`src/rtl/fifo_bus_master_pkg.sv`:
```
// Shared definitions for the command FIFO / bus master slice: command
// field positions, the command record and the master FSM state encoding.
package fifo_bus_master_pkg;

    // Command word layout as presented at the FIFO head
    localparam int CMD_W   = 41;
    localparam int WE_BIT  = 40;
    localparam int ADDR_HI = 39;
    localparam int ADDR_LO = 32;
    localparam int DATA_HI = 31;
    localparam int DATA_LO = 0;
    localparam int ADDR_W  = ADDR_HI - ADDR_LO + 1;
    localparam int DATA_W  = DATA_HI - DATA_LO + 1;
    localparam int WAIT_W  = 8;

    // Master FSM states
    typedef enum logic [0:0] {
        ST_IDLE = 1'b0,
        ST_REQ  = 1'b1
    } state_t;

    // Decoded command record
    typedef struct packed {
        logic              we;
        logic [ADDR_W-1:0] addr;
        logic [DATA_W-1:0] wdata;
    } cmd_t;

    // Split a raw FIFO word into its command fields
    function automatic cmd_t unpack_cmd(input logic [CMD_W-1:0] raw);
        cmd_t c;
        c.we    = raw[WE_BIT];
        c.addr  = raw[ADDR_HI:ADDR_LO];
        c.wdata = raw[DATA_HI:DATA_LO];
        return c;
    endfunction

    // Increment an 8-bit count, sticking at all-ones
    function automatic logic [7:0] sat_inc8(input logic [7:0] v);
        logic [7:0] r;
        if (v == 8'hFF) begin
            r = v;
        end else begin
            r = v + 8'd1;
        end
        return r;
    endfunction

endpackage

```
`src/rtl/fifo_bus_master.sv`:
```
// Pops commands from a FIFO head and issues them one at a time on a simple
// req/ack bus. Reads return a one-cycle response strobe; a command that is
// not acknowledged within TIMEOUT request cycles is dropped with an err
// strobe and counted in a saturating error counter.
module fifo_bus_master
    import fifo_bus_master_pkg::*;
#(
    parameter int TIMEOUT = 255
) (
    input  logic              clk,
    input  logic              rst,
    input  logic [CMD_W-1:0]  fifo_data,
    input  logic              fifo_empty,
    output logic              fifo_rd,
    output logic              bus_req,
    output logic              bus_we,
    output logic [ADDR_W-1:0] bus_addr,
    output logic [DATA_W-1:0] bus_wdata,
    input  logic              bus_ack,
    input  logic [DATA_W-1:0] bus_rdata,
    output logic              rsp_valid,
    output logic [DATA_W-1:0] rsp_data,
    output logic              err,
    output logic [7:0]        err_count
);

    // Last wait-counter value before the request is abandoned
    localparam logic [WAIT_W-1:0] WAIT_LAST = WAIT_W'(TIMEOUT - 1);

    state_t              state_r;
    state_t              state_next_s;
    logic [WAIT_W-1:0]   wait_r;
    cmd_t                cmd_r;
    logic                rsp_valid_r;
    logic [DATA_W-1:0]   rsp_data_r;
    logic                err_r;
    logic [7:0]          err_count_r;
    logic                pop_s;
    logic                ack_s;
    logic                timeout_s;

    // Next-state decode; ack is checked before the timeout so it wins a tie
    always_comb begin
        state_next_s = state_r;
        pop_s        = 1'b0;
        ack_s        = 1'b0;
        timeout_s    = 1'b0;
        case (state_r)
            ST_IDLE: begin
                if (!fifo_empty && !rst) begin
                    pop_s        = 1'b1;
                    state_next_s = ST_REQ;
                end else begin
                    state_next_s = ST_IDLE;
                end
            end
            ST_REQ: begin
                if (bus_ack) begin
                    ack_s        = 1'b1;
                    state_next_s = ST_IDLE;
                end else if (wait_r == WAIT_LAST) begin
                    timeout_s    = 1'b1;
                    state_next_s = ST_IDLE;
                end else begin
                    state_next_s = ST_REQ;
                end
            end
            default: begin
                state_next_s = ST_IDLE;
            end
        endcase
    end

    // FSM state register
    always_ff @(posedge clk or posedge rst) begin
        if (rst) begin
            state_r <= ST_IDLE;
        end else begin
            state_r <= state_next_s;
        end
    end

    // Request-cycle counter: cleared on pop, counts unacknowledged REQ cycles
    always_ff @(posedge clk or posedge rst) begin
        if (rst) begin
            wait_r <= {WAIT_W{1'b0}};
        end else if (pop_s) begin
            wait_r <= {WAIT_W{1'b0}};
        end else if ((state_r == ST_REQ) && !ack_s && !timeout_s) begin
            wait_r <= wait_r + WAIT_W'(1);
        end else begin
            wait_r <= wait_r;
        end
    end

    // Command latch: FIFO head is captured only in the pop cycle
    always_ff @(posedge clk or posedge rst) begin
        if (rst) begin
            cmd_r <= '0;
        end else if (pop_s) begin
            cmd_r <= unpack_cmd(fifo_data);
        end else begin
            cmd_r <= cmd_r;
        end
    end

    // Read response: one-cycle strobe, data held between reads
    always_ff @(posedge clk or posedge rst) begin
        if (rst) begin
            rsp_valid_r <= 1'b0;
            rsp_data_r  <= {DATA_W{1'b0}};
        end else if (ack_s && !cmd_r.we) begin
            rsp_valid_r <= 1'b1;
            rsp_data_r  <= bus_rdata;
        end else begin
            rsp_valid_r <= 1'b0;
            rsp_data_r  <= rsp_data_r;
        end
    end

    // Timeout strobe and saturating timeout count
    always_ff @(posedge clk or posedge rst) begin
        if (rst) begin
            err_r       <= 1'b0;
            err_count_r <= 8'd0;
        end else if (timeout_s) begin
            err_r       <= 1'b1;
            err_count_r <= sat_inc8(err_count_r);
        end else begin
            err_r       <= 1'b0;
            err_count_r <= err_count_r;
        end
    end

    assign fifo_rd   = pop_s;
    assign bus_req   = (state_r == ST_REQ);
    assign bus_we    = cmd_r.we;
    assign bus_addr  = cmd_r.addr;
    assign bus_wdata = cmd_r.wdata;
    assign rsp_valid = rsp_valid_r;
    assign rsp_data  = rsp_data_r;
    assign err       = err_r;
    assign err_count = err_count_r;

endmodule

```
`config.mk`:
```
export PLATFORM = sky130hd
export DESIGN_NAME = fifo_bus_master
export DESIGN_NICKNAME = d
export VERILOG_FILES = /design/src/rtl/fifo_bus_master_pkg.sv /design/src/rtl/fifo_bus_master.sv
export SDC_FILE = /design/constraint.sdc
export NUM_CORES = 1
export LEC_CHECK = 0
export CORE_MARGIN = 1
export CORE_UTILIZATION = 43
export CTS_BUF_LIST = sky130_fd_sc_hd__clkbuf_4 sky130_fd_sc_hd__clkbuf_8
export DETAILED_ROUTE_END_ITERATION = 12
export PLACE_DENSITY = 0.92
export SKIP_CTS_REPAIR_TIMING = 1
export SYNTH_ARGS = -nofsm -noshare
export SYNTH_HDL_FRONTEND = slang
export SYNTH_SLANG_ARGS = --single-unit
```
`constraint.sdc`:
```
create_clock -name clk -period 3.68 [get_ports clk]
set_clock_uncertainty 0.05 [all_clocks]
set_input_delay 0.736 -clock clk [delete_from_list [all_inputs] [get_ports clk]]
set_output_delay 0.736 -clock clk [all_outputs]
set_load 0.02 [all_outputs]
```
# Word level (Yosys, flattened, before mapping)
# Cells that the tools add are included.
# totals
in_bits	77
output_inout_bits	85
mem_count	0
word_cells	40
latchBits	0
mem_bits_rw	0
mem_bits_ro	0
reg_bits	92
# op_classes
addsub	2
reduce_logical	11
eq_ne	2
mul	0
shift	0
mux	14
bitwise	2
n_div	0
magnitude_cmp	0
# ops
operator	n
8-bit by 1-bit adder with 8-bit output (second input constant)	2
8-bit == test (second input constant)	2
8-bit two-way mux	2
1-bit two-way mux	11
1-bit zero test	5
1-bit logical AND	4
1-bit NOT	2
1-bit one-hot mux with 2 select lines	1
2-bit AND reduction	1
2-bit nonzero test	1

# Logic depth before layout (Yosys ltp)
# Gate-level depths: netlist of the first run.
# logic_depth
depth_word	8
ltp_mapped	7
depth_no_buf	7

# Worst setup path before layout of the first run
# Ideal clock, no wire load.
# synth_timing
path_type	input to output
startpoint	input rst
endpoint	output fifo_rd
required_time_ns	2.894
stages	3
path_buffers	1
t_arrival_ns	1.493
slack_ns	1.401
cell_sequence	or3_1 inv_2 buf_2
# synth_between
elab_chain_cells	4
# synth_lines
item	line	source
from (decl)	fifo_bus_master.sv:11	input logic rst,
1-bit zero test (no source line)	--	
1-bit logical AND	fifo_bus_master.sv:50	if (!fifo_empty && !rst) begin
1-bit two-way mux	fifo_bus_master.sv:50	
1-bit two-way mux	fifo_bus_master.sv:48	case (state_r)
to (decl)	fifo_bus_master.sv:14	output logic fifo_rd,
# No other way between the ends.

# Final worst setup path of the first run
# Ends and elaborated chain as after synthesis.

==> flow_metrics.py, run 1 <==
metrics = {
    "clocking": {
        "root_buffer": "clkbuf_8",
        "cts_tree": "yes",
        "clkSinkCount": 92,
        "numCtsBuffers": 9,
        "path_clk_slew_ns": 0.09,
        "clk_latency_ns": 0.34,
        "cts_buffer_depth": 2,
        "htree_num_levels": 3,
    },
    "synth": {
        "ys_types": 33,
        "synth_commonest_cells": "nand2_1, dfrtp_1, clkbuf_1, nand3_1, nor2_1",
        "yosysTopAreaCell": "dfrtp_1",
        "postSynthCellCount": 395,
        "netlist.area_leader.share": 0.631,
        "yosysWarnings": 0,
        "async_reset_ff_frac": 1.00,
        "ys_ff_latch": 92,
        "postSynthAreaPerCell_um2": 9.23,
        "synth_fp_nets": 475,
        "netlist_area_um2": 3650,
        "synthFlopType": "dfrtp_1",
        "synth-edff-count": 0,
        "synth.top_cells.by_area": "dfrtp_1, nand2_1, xor2_1",
        "synth.most_common_cell": "nand2_1",
        "synth_seq_area_share": 0.631,
    },
    "sta": {
        "fmax_mhz": 328,
        "worstMarginPinSlew_ns": 1.08,
        "rsz0062_at_grt": "false",
        "setup_slack_ns": 0.634,
        "relSlewSlack": 0.276,
        "setup_viol": 0,
        "finalMaxSlewViolations": 0,
        "post-route-min-period_ns": 3.05,
        "hold_violations": 0,
        "min_period_over_period": 0.828,
        "final.setup.tns_ns": 0,
        "hold_ws_ns": 0.428,
    },
    "floorplanning": {
        "rows": 33,
        "io_pins": 162,
        "initial_core_util": 0.444,
        "die_x_um": 94.1,
        "dieArea_um2": 8850,
        "dieHeight_um": 94.1,
        "coreArea_um2": 8220,
    },
    "final_layout": {
        "antenna_cells": 0,
        "drive_gt1_frac": 0.0482,
        "nets": 635,
        "area_growth_pct": 52.6,
    },
    "pwr": {
        "peakVddDrop_uv": 238,
        "power_density_nw_per_um2": 547,
        "p_leak_nw": 2.70,
    },
    "setup_path": {
        "cp_data_arrival_time_ns": 2.26,
        "critPathSlowestCell": "clkdlybuf4s50_1",
        "cp_max_fo": 2,
        "cp_cell_sequence": "clkdlybuf4s50_1 -> or3_1 -> inv_2 -> clkdlybuf4s50_1",
        "path_common_cell": "clkdlybuf4s50_1",
        "crit_type": "in -> out",
        "worst_setup_path_start_kind": "input pin",
        "cp-end-kind": "output port",
        "crit_required_ns": 2.89,
        "critical_path.max_stage_delay_ns": 0.60,
    },
    "routing": {
        "routed_via_density": 4.85,
        "drtIter0Drc": 103,
        "num_vias": 3224,
        "drc": 0,
        "wl_per_cell_um": 13.3,
        "wirelength_um": 8820,
        "drtAntennaViolNets": 0,
        "firstDrtPassIters": 6,
    },
    "placed_design": {
        "pre_cts_slack_ns": 0.639,
        "dp_hpwl_um": 6360,
        "port_buffers": 161,
        "place.gp.congestion": 0.868,
    },
    "global_routing": {
        "gr-usage-all-layers": 0.208,
        "grt_pass1_vias": 3147,
        "globalRouteOverflowTotal": 0,
        "antenna_found_initial": 0,
        "grt_max_degree": 55,
        "grt_pass1_wl_um": 14200,
    },
    "job": {
        "drv_cap": 0,
    },
    "run_status": {
        "outcome": "completed",
    },
    "worst_hold_path": {
        "hp-class": "reg -> reg",
    },
}
[kinds of logic (layout without fill, tap and decap cells)]
family          Yosys count  count (layout)  synth area share
flops                    92              92             0.631
compound gates           15              15            0.0285
fa+ha+maj                 3               3            0.0103
mux                       1               1           0.00309
buf+inv                  22             187            0.0240
simple gates            254             254             0.283
xor+xnor                  8               8            0.0192
[layout make-up]
| type | count | area [um^2] |
|---|---|---|
| fillers | 618 | 2650 |
| flip-flops and latches | 92 | 2300 |
| repair buffers | 165 | 1650 |
| multi-input cells | 281 | 1260 |
| clock buffers | 12 | 146 |
| well taps | 105 | 131 |
| clock inverters | 4 | 50.0 |
| inverters | 6 | 23.8 |
[through the flow]
step           std cells  utilization  instance area, um^2  power (W)
4_1_cts              665        0.677                 5560    0.00308
2_1_floorplan        395            -                 3650    0.00183
3_5_place_dp         649        0.653                 5370    0.00241
5_1_grt              665        0.677                 5560    0.00322
6_report             665        0.677                 5560    0.00304
3_3_place_gp         649        0.653                 5370    0.00237
[routing by layer]
| metal | vias to the layer above | share of wire | global-route usage |
|---|---|---|---|
| li1 | 1555 | - | - |
| met1 | 1512 | 0.41 | 0.244 |
| met4 | 0 | 0.016 | 0.0872 |
| met3 | 14 | 0.081 | 0.0566 |
| met5 | - | 0 | 0 |
| met2 | 143 | 0.49 | 0.356 |
[state kept, by name, indices dropped and copies added (netlist names)]
register and flops:
bus_addr 8, err_count 8, rsp_valid 1, err 1
rsp_data 32, bus_req 1, wait_r 8, bus_wdata 32
bus_we 1
[cells in the final DEF, fill, tap and decap left out, types with 3 or more instances in the layout]
cell	Yosys	routed
a21oi_1	3	3
buf_4	0	3
clkbuf_4	0	3
clkbuf_8	0	9
clkdlybuf4s50_1	0	161
dfrtp_1	92	92
ha_1	3	3
inv_1	5	4
nand2_1	223	223
nand3_1	8	8
nor2_1	6	6
nor4_1	4	4
o21ai_0	3	3
xnor2_1	3	3
xor2_1	5	5
[final timing paths]
| kind | slack (ns) | endpoint | startpoint | depth (start not counted) |
|---|---|---|---|---|
| setup / recovery | 0.63 | fifo_rd | rst | 4 |
| hold / removal | 0.43 | bus_wdata[10]$_DFFE_PP0N_ | bus_wdata[10]$_DFFE_PP0N_ | 2 |
| max in group asynchronous | 2.10 | rsp_data[16]$_DFFE_PP0P_ | rst | 3 |
| setup reg to reg | 1.64 | wait_r[4]$_DFFE_PP0P_ | wait_r[0]$_DFFE_PP0P_ | 6 |
| hold reg to reg | 0.43 | bus_wdata[10]$_DFFE_PP0N_ | bus_wdata[10]$_DFFE_PP0N_ | 2 |
| min in group asynchronous | 0.76 | bus_wdata[4]$_DFFE_PP0N_ | rst | 2 |
[power by group]
group | leakage [nW] | internal, W | switching [W]
logic | 1.44 | 0.000503 | 0.000531
registers | 1.17 | 0.00122 | 0.000125
clock network | 0.0968 | 0.000336 | 0.000326
[critical path: cells and delay by family]
kind                   cells  cell delay (ns)
buffers and inverters      3             1.10
AND/OR/NAND/NOR            1             0.42
(Power assumes the default switching activity.)
==> run 2, diff against run 1 <==
clock period = 3 ns   (was 3.68 ns; I/O delays follow)
==> flow_metrics.py, run 2 (same netlist as run 1, synthesis figures left out) <==
metrics = {
    "worst_hold_path": {
        "hp-class": "reg -> reg",
        "hold_end": "bus_wdata[9]$_DFFE_PP0N_",
        "whs_path_depth": 2,
        "hold_start": "bus_wdata[9]$_DFFE_PP0N_",
    },
    "routing": {
        "num_vias": 3215,
        "drtAntennaViolNets": 0,
        "firstDrtPassIters": 4,
        "drc": 0,
        "wl_per_cell_um": 12.9,
        "drtIter0Drc": 117,
        "routed_via_density": 4.83,
        "wirelength_um": 8600,
    },
    "clocking": {
        "path_clk_slew_ns": 0.09,
        "htree_num_levels": 3,
        "numCtsBuffers": 9,
        "cts_tree": "yes",
        "cts_buffer_depth": 2,
        "clkSinkCount": 92,
        "root_buffer": "clkbuf_8",
        "clk_latency_ns": 0.34,
    },
    "pwr": {
        "cell_internal_pwr_w": 0.00252,
        "p_leak_nw": 2.71,
        "clockPowerShare": 0.220,
        "p_sw_frac": 0.325,
        "p_seq_frac": 0.440,
        "pwr-share-comb": 0.340,
        "p_sw_w": 0.00122,
        "peakVddDrop_uv": 345,
        "power_density_nw_per_um2": 670,
    },
    "sta": {
        "worstMarginPinSlew_ns": 1.06,
        "final.setup.tns_ns": 0,
        "rsz0062_at_grt": "false",
        "finalMaxSlewViolations": 0,
        "hold_violations": 0,
        "min_period_over_period": 0.939,
        "relSlewSlack": 0.285,
        "fmax_mhz": 355,
        "post-route-min-period_ns": 2.82,
        "setup_viol": 0,
    },
    "final_layout": {
        "final_cell_mix": "nand2_1, clkdlybuf4s50_1, dfrtp_1",
        "nets": 636,
        "area_growth_pct": 53.0,
        "drive_gt1_frac": 0.0499,
        "antenna_cells": 0,
        "final_common_cell": "nand2_1",
        "final_area_um2": 5580,
        "layout.cells.non_filler": 666,
    },
    "setup_path": {
        "critical_path.top_delay_family": "buffers and inverters",
        "cp_data_arrival_time_ns": 2.17,
        "critical_path.max_stage_delay_ns": 0.60,
        "path_common_cell": "clkdlybuf4s50_1",
        "startpoint": "rst",
        "crit_buf_inv": 3,
        "critPathSlowestCell": "clkdlybuf4s50_1",
        "cp_cell_sequence": "clkdlybuf4s50_1 -> or3_1 -> inv_2 -> clkdlybuf4s50_1",
        "cp-end-kind": "output port",
        "crit_type": "in -> out",
        "cp_max_fo": 2,
        "r2r-end": "wait_r[4]$_DFFE_PP0P_",
        "reg2reg_slack_ns": 0.97,
        "crit_cells": 4,
        "reg2reg_from": "wait_r[0]$_DFFE_PP0P_",
        "reg2reg_depth": 6,
        "crit_required_ns": 2.35,
        "worst_setup_path_start_kind": "input pin",
    },
    "global_routing": {
        "grt_pass1_vias": 3175,
        "antenna_found_initial": 0,
        "gr-usage-all-layers": 0.202,
        "grt_max_degree": 93,
        "globalRouteOverflowTotal": 0,
        "grt_pass1_wl_um": 13900,
    },
    "floorplanning": {
        "rows": 33,
        "dieArea_um2": 8850,
        "dieHeight_um": 94.1,
        "initial_core_util": 0.444,
        "coreArea_um2": 8220,
        "die_x_um": 94.1,
        "io_pins": 162,
    },
    "placed_design": {
        "dp_hpwl_um": 6220,
        "place.gp.congestion": 0.834,
        "place_inst": 650,
        "port_buffers": 161,
        "dpl-instance-area_um2": 5380,
    },
    "job": {
        "drv_cap": 0,
    },
    "run_status": {
        "outcome": "completed",
    },
}
==> run 2: cell types whose count changed in the layout (fill, tap and decap cells not counted), sizes merged <==
cell | before | now
clkinvlp | 2 | 3
clkbuf | 12 | 10
clkinv | 2 | 3
buf | 4 | 5
==> run 2: stage by stage <==
step           setup WS [ns]  total power [W]  utilization  hold WS (ns)
2_1_floorplan          0.993          0.00224            -         0.458
3_3_place_gp           0.220          0.00290        0.654         0.408
3_5_place_dp           0.187          0.00295        0.654         0.412
4_1_cts                0.185          0.00378        0.679         0.434
5_1_grt                0.146          0.00394        0.679         0.448
6_report               0.184          0.00374        0.679         0.429
==> run 2: how the worst max path moves through the flow <==
stage,endpoint
after global routing,fifo_rd
final,fifo_rd
after global placement,fifo_rd
after floorplan,fifo_rd
after detailed placement,fifo_rd
after CTS,fifo_rd
==> run 2: power groups by stage <==
stage                     logic (W)  registers, W  clock network (W)
after detailed placement    0.00128       0.00167                  0
final                       0.00127       0.00164           0.000822
after global placement      0.00125       0.00165                  0
after floorplan            0.000268       0.00197                  0
after CTS                   0.00129       0.00164           0.000849
after global routing        0.00138       0.00167           0.000889
==> run 2: final cells by class <==
cell class              count  area, um^2
clock inverters             6        63.8
fillers                   619        2640
inverters                   6        26.3
repair buffers            166        1660
well taps                 105         131
clock buffers              10         138
multi-input cells         281        1260
flip-flops and latches     92        2300
==> run 2: metal layers <==
| layer | vias up | share of wire | global-route usage |
|---|---|---|---|
| li1 | 1562 | - | - |
| met1 | 1518 | 0.41 | 0.242 |
| met2 | 125 | 0.49 | 0.344 |
| met3 | 10 | 0.085 | 0.0583 |
| met4 | 0 | 0.012 | 0.0731 |
| met5 | - | 0 | 0 |
==> run 2: worst register-to-register path: stages, from the launching register on <==
cell and delay [ns]:
dfrtp_1 0.43, inv_1 0.08, ha_1 0.16, nand3_1 0.08, o21ai_0 0.83, nor3_1 0.11
o21a_1 0.20
==> run 3, diff against run 2 <==
CAP_MARGIN = 0   (was not set)
==> results of run 3 <==
Final layout, timing and power as in run 2 (identical DEF).
